===== config.mk =====
export PLATFORM = sky130hd
export DESIGN_NAME = dmem_bus_bridge
export DESIGN_NICKNAME = d
export VERILOG_FILES = /design/src/rtl/dmem_bus_bridge.sv
export SDC_FILE = /design/constraint.sdc
export NUM_CORES = 1
export LEC_CHECK = 0
export ABC_CLOCK_PERIOD_IN_PS = 3000
export CAP_MARGIN = 20
export CELL_PAD_IN_SITES_DETAIL_PLACEMENT = 1
export CELL_PAD_IN_SITES_GLOBAL_PLACEMENT = 1
export CORE_ASPECT_RATIO = 1.5
export CORE_MARGIN = 2
export CORE_UTILIZATION = 33
export CTS_BUF_LIST = sky130_fd_sc_hd__clkbuf_4
export CTS_CLUSTER_SIZE = 28
export DETAILED_ROUTE_END_ITERATION = 8
export PLACE_DENSITY_LB_ADDON = 0.1
export SYNTH_ARGS = -nofsm -noshare
export SYNTH_HDL_FRONTEND = slang
export SYNTH_SLANG_ARGS = --single-unit

===== constraint.sdc =====
create_clock -name clk -period 3 [get_ports clk]
set_input_delay 0.45 -clock clk [delete_from_list [all_inputs] [get_ports clk]]
set_output_delay 0.45 -clock clk [all_outputs]
set_load 0.005 [all_outputs]

===== src/rtl/dmem_bus_bridge.sv =====
// Bridges M-stage loads/stores onto a valid/ready data bus with one outstanding transaction.
// Latency: at least 3 MemStall cycles (IDLE, REQ, RSP), then a DONE cycle where the pipeline advances.
// Backpressure: request fields held until bus_req_ready; RSP waits for bus_rsp_valid (bounded when DMEM_TIMEOUT_EN).
module dmem_bus_bridge #(
    parameter int ADDR_W         = 32,
    parameter int TIMEOUT_CYCLES = 255
) (
    input  logic              clk,
    input  logic              reset,
    input  logic              MemReadM,
    input  logic              MemWriteM,
    input  logic [31:0]       ALUResultM,
    input  logic [31:0]       WriteDataM,
    input  logic [3:0]        byteEnable,
    output logic [31:0]       RD_data,
    output logic              MemStall,
    output logic              mem_err,
    output logic              bus_req_valid,
    input  logic              bus_req_ready,
    output logic [ADDR_W-1:0] bus_req_addr,
    output logic              bus_req_we,
    output logic [3:0]        bus_req_be,
    output logic [31:0]       bus_req_wdata,
    input  logic              bus_rsp_valid,
    input  logic [31:0]       bus_rsp_rdata,
    input  logic              bus_rsp_err
);

    typedef enum logic [1:0] {
        IDLE = 2'd0,
        REQ  = 2'd1,
        RSP  = 2'd2,
        DONE = 2'd3
    } stateT;

    stateT             stateQ;
    stateT             stateD;
    logic [ADDR_W-1:0] addrQ;
    logic [31:0]       wdataQ;
    logic [3:0]        beQ;
    logic              weQ;
    logic              errQ;
    logic              access;
    logic              timedOut;
    logic              rspDone;

    assign access  = MemReadM | MemWriteM;
    assign rspDone = (stateQ == RSP) && (bus_rsp_valid || timedOut);

`ifdef DMEM_TIMEOUT_EN
    localparam logic [15:0] TIMEOUT_LAST = 16'(TIMEOUT_CYCLES - 1);

    logic [15:0] toCntQ;

    // The count holds the number of silent RSP cycles already elapsed, so the
    // TIMEOUT_CYCLES-th silent cycle is the last one spent in RSP.
    assign timedOut = (stateQ == RSP) && !bus_rsp_valid && (toCntQ == TIMEOUT_LAST);

    always_ff @(posedge clk or negedge reset) begin
        if (!reset) begin
            toCntQ <= 16'd0;
        end else if (stateQ == REQ && bus_req_ready) begin
            toCntQ <= 16'd0;
        end else if (stateQ == RSP && !bus_rsp_valid) begin
            toCntQ <= toCntQ + 16'd1;
        end
    end
`else
    assign timedOut = 1'b0;
`endif

    always_ff @(posedge clk or negedge reset) begin
        if (!reset) begin
            stateQ <= IDLE;
        end else begin
            stateQ <= stateD;
        end
    end

    always_comb begin
        stateD   = stateQ;
        MemStall = 1'b0;
        case (stateQ)
            IDLE: begin
                // Stall in the cycle the access appears so the M-stage inputs stay put.
                if (access) begin
                    stateD   = REQ;
                    MemStall = reset;
                end
            end
            REQ: begin
                MemStall = 1'b1;
                if (bus_req_ready) begin
                    stateD = RSP;
                end
            end
            RSP: begin
                MemStall = 1'b1;
                if (bus_rsp_valid || timedOut) begin
                    stateD = DONE;
                end
            end
            DONE: begin
                stateD = IDLE;
            end
            default: begin
                stateD = IDLE;
            end
        endcase
    end

    always_ff @(posedge clk or negedge reset) begin
        if (!reset) begin
            addrQ   <= '0;
            wdataQ  <= 32'd0;
            beQ     <= 4'd0;
            weQ     <= 1'b0;
            errQ    <= 1'b0;
            RD_data <= 32'd0;
        end else begin
            if (stateQ == IDLE && access) begin
                addrQ  <= ALUResultM[ADDR_W-1:0];
                wdataQ <= WriteDataM;
                beQ    <= MemWriteM ? byteEnable : 4'hF;
                weQ    <= MemWriteM;
            end
            if (rspDone) begin
                errQ <= bus_rsp_valid ? bus_rsp_err : 1'b1;
                // Stores leave the last load result untouched.
                if (!weQ) begin
                    RD_data <= (bus_rsp_valid && !bus_rsp_err) ? bus_rsp_rdata : 32'd0;
                end
            end
        end
    end

    assign bus_req_valid = (stateQ == REQ);
    assign bus_req_addr  = addrQ;
    assign bus_req_we    = weQ;
    assign bus_req_be    = beQ;
    assign bus_req_wdata = wdataQ;
    assign mem_err       = (stateQ == DONE) && errQ;

endmodule

# Word-level counts from Yosys, hierarchy flattened
# Index checks and enable logic that the tools add are counted.
# totals
memories,0
inputBits,107
out_inout_bits,104
latchBits,0
ram_bits,0
rom_bits,0
wordCells,33
register_bits,104
# op_classes
mul,0
order_cmp,0
n_eq_ne,6
mux,9
n_addsub,0
n_reduce_logical,9
bitwise,2
div_mod_pow,0
shifts,0
# ops
cell,count
two-way mux 32 bit,1
case mux 2 bit (4 select lines),1
two-way mux 2 bit,3
== test 2 bit (second input constant),2
logical AND 1 bit,4
two-way mux 4 bit,1
inequality test 2 bit (second input constant),2
AND reduction 3 bit,1
== test 2 x 1 -> 1 bit (second input constant),1
zero test 2 bit,1
two-way mux 1 bit,2
inequality test 2 x 1 -> 1 bit (second input constant),1
case mux 1 bit (2 select lines),1
AND reduction 2 bit,1
OR reduction 2 bit,1
zero test 1 bit,1
NOT 1 bit,1
bitwise OR 1 bit,1

# Longest topological paths before layout
# logic_depth
word_depth,3
depth_mapped,7
ltp_nobuf,5

# Least setup slack after synthesis
# OpenSTA, ideal clock, no wires.
# synth_timing
kind,register to output
start,register stateQ[0]
end,output port MemStall
required_time_ns,2.550
arrival_ns,1.349
stages_incl_launch_ff,8
n_path_buf,2
path_slack_ns,1.201
path_cell_list,dfrtp_1 -> inv_1 -> ha_1 -> o21a_1 -> buf_4 -> buf_6 -> a21oi_1 -> nor2_1
# synth_between
elab_chain_cells,3
elab_cells_between_ends,5
classes_between,2 x eq/ne; 1 x mux; 2 x reduce/logical
# synth_lines
element,line,rtl
"start, declared",36,stateT stateQ;
"start signal, assigned",76,stateQ <= stateD;
== test 2 x 1 -> 1 bit / == test 2 bit (equally long branches),83,case (stateQ)
OR reduction 2 bit (no source line),--,
case mux 1 bit (2 select lines) *,83,
"end, declared",16,"output logic MemStall,"
# Every way passes the cells marked *; elsewhere a longest branch is shown, timed or not.

# Worst setup path after layout
# Ends and elaborated chain as after synthesis.

==> impl_metrics.toml <==
[hold_path]
hp-class = "input pin to async pin"

[floorplan]
pin_count = 211
die-width_um = 95.1
initial_core_util = 0.340
dieArea_um2 = 13400
die_y_um = 141
core_area_um2 = 12100
fp-row-count = 49

[synth]
ys_seq_elements = 104
syn-num-nets = 433
yosysUniqueCellTypes = 21
syn_inst = 319
yosys_warnings = 0
yosysSeqAreaShare = 0.633
syn_area_um2 = 4110
postSynthAreaPerCell_um2 = 12.9

[critical_path]
end_kind = "output port"
slowest_stage = "clkdlybuf4s50_1"
worst-path-max-fanout = 6
worst-endpoint-required_ns = 2.55
max_stage_delay_ns = 0.55
crit_chain = "inv_1 > ha_1 > o21a_2 > a21oi_1 > nor2_1 > clkdlybuf4s50_1"
cp.arrival_ns = 2.27
cp-start-kind = "register"
worstSetupPathType = "register to output port"

[sta]
clock-skew-final_ns = 0.0239
relSlewSlack = 0.365
min_period_ns = 2.72
grt_setup_unrepaired = "false"
drv_slew = 0
setup-tns-final_ns = 0
worstMarginPinSlew_ns = 0.953
hold_viol = 0
setup_viol = 0
layout_worst_path_cycle_share = 0.906
fmax_ghz = 0.368

[global_route]
grt_pass1_wl_um = 17300
grt_pass1_vias = 3295
grt_use_total = 0.170
antenna_found_initial = 1
grt_max_degree = 77
grt_overflow = 0

[power_and_ir_drop]
max-vdd-ir-drop_v = 0.000369
powerDensity_nw_per_um2 = 902
p_leak_nw = 2.69

[drt]
drt-pass1-iter-count = 4
drtAntennaViolNets = 0
drc_errors = 0
routedWlPerCell_um = 16.4
via_per_inst = 4.61
drtIter0Drc = 75
vias = 3164
routed_wl_um = 11300

[place]
place_congestion = 0.710
dp_hpwl_um = 8530
dp.cells = 668
place_area_um2 = 6310
io_buffers = 210

[layout]
instances_no_fill = 686
final_nets = 641
nFillCells = 1295
syn2layout_area_growth_pct = 57.2
drive_gt1_frac = 0.167
final_common_cell = "clkdlybuf4s50_1"
stdcell_area_um2 = 6460
layout_common_cells = "clkdlybuf4s50_1 (209), dfrtp_1 (104), mux2_2 (66), nand2_1 (65), o21ai_0 (32)"

[clock_tree]
clk_pin_slew_ns = 0.16
clkLatencyLatePin_ns = 0.46
cts_resized = 0
root_buffer = "clkbuf_4"
cts.sinks = 104
postCtsSetupBuffers = 0
cts_tree = "done"
postCtsHoldBufs = 1
max-clock-path-buffers = 2
cts_max_level = 3
cts_inserted_buffers = 9

[job]
max_cap_viol_count = 0

[outcome]
status = "finished clean"
state kept, by name (all words and copies together), names as in the netlist:
register / flops
stateQ: 2
bus_req_be: 4
errQ: 1
bus_req_wdata: 32
bus_req_we: 1
bus_req_addr: 32
RD_data: 32
synth_stat cells:
master	count	area share
ha_1	7	0.021
mux2_2	66	0.18
o21ai_0	32	0.039
nand3b_1	1	0.0018
buf_4	1	0.0018
mux2_1	1	0.0027
nand2_1	65	0.059
mux2i_1	1	0.0024
and2_1	1	0.0015
inv_2	1	0.00091
buf_2	3	0.0037
a31oi_1	4	0.0061
dfrtp_1	104	0.63
clkbuf_1	7	0.0064
inv_1	7	0.0064
nor2b_1	1	0.0015
a21oi_1	1	0.0012
o21a_1	1	0.0018
a222oi_1	1	0.0024
buf_6	7	0.019
nor2_1	7	0.0064
per-stage QoR:
step                      hold slack (ns)  utilization  total power [mW]  setup WS (ns)
after floorplan                     0.154            -              3.50           1.20
after global placement              0.400        0.522              5.07          0.538
after detailed placement            0.408        0.522              5.20          0.463
after CTS                           0.413        0.535              5.94          0.223
after global routing                0.418        0.535              6.25         0.0360
final                               0.424        0.535              5.83          0.282
path summary, 6_finish.rpt:
path,startpoint,to,slack [ns],cells after the start
min in group clk,RD_data[15],RD_data[15],0.50,2
max in group asynchronous,reset,RD_data[20],1.26,3
worst min register to register,RD_data[15],RD_data[15],0.50,2
worst min-delay path,reset,bus_req_addr[17],0.42,2
worst max register to register,stateQ[0],bus_req_addr[31],0.69,5
worst max-delay path,stateQ[0],MemStall,0.28,6
critical path, delay by kind of cell, from the launching register on:
kind | cells | cell delay (ns)
AO/OA/AOI/OAI | 2 | 0.26
adder cells (fa/ha/maj) | 1 | 0.30
buffers and inverters | 2 | 0.71
flip-flops | 1 | 0.45
AND/OR/NAND/NOR | 1 | 0.11
layout make-up:
| cell class | count | area, µm² | share of cell area |
|---|---|---|---|
| tap | 153 | 191 | 0.0296 |
| sequential | 104 | 2600 | 0.403 |
| timing repair buffer | 215 | 2140 | 0.331 |
| clock buffer | 10 | 75.1 | 0.0116 |
| clock inverter | 6 | 66.3 | 0.0103 |
| inverter | 8 | 30.0 | 0.00465 |
| multi-input combinational | 189 | 1350 | 0.210 |
| antenna | 1 | 2.50 | 0.000387 |
power by group:
group	internal [mW]	leakage (nW)	total, mW	switching, mW
combinational	1.81	1.34	2.73	0.923
sequential	2.03	1.27	2.36	0.324
clock	0.267	0.0711	0.741	0.474
per-layer routing:
| layer | share of wire | vias up | global-route usage |
|---|---|---|---|
| li1 | - | 1476 | - |
| met1 | 0.35 | 1547 | 0.179 |
| met2 | 0.54 | 129 | 0.306 |
| met3 | 0.095 | 12 | 0.0636 |
| met4 | 0.016 | 0 | 0.0564 |
| met5 | 0 | - | 0 |
logic make-up after synthesis:
kind of cell | Yosys count | share of synthesized area
buffers and inverters | 26 | 0.0384
AND/OR/NAND/NOR | 75 | 0.0706
AO/OA/AOI/OAI | 39 | 0.0505
adder cells (fa/ha/maj) | 7 | 0.0213
multiplexers | 68 | 0.186
flip-flops | 104 | 0.633
Note: power is estimated with default switching activity, not from simulation.
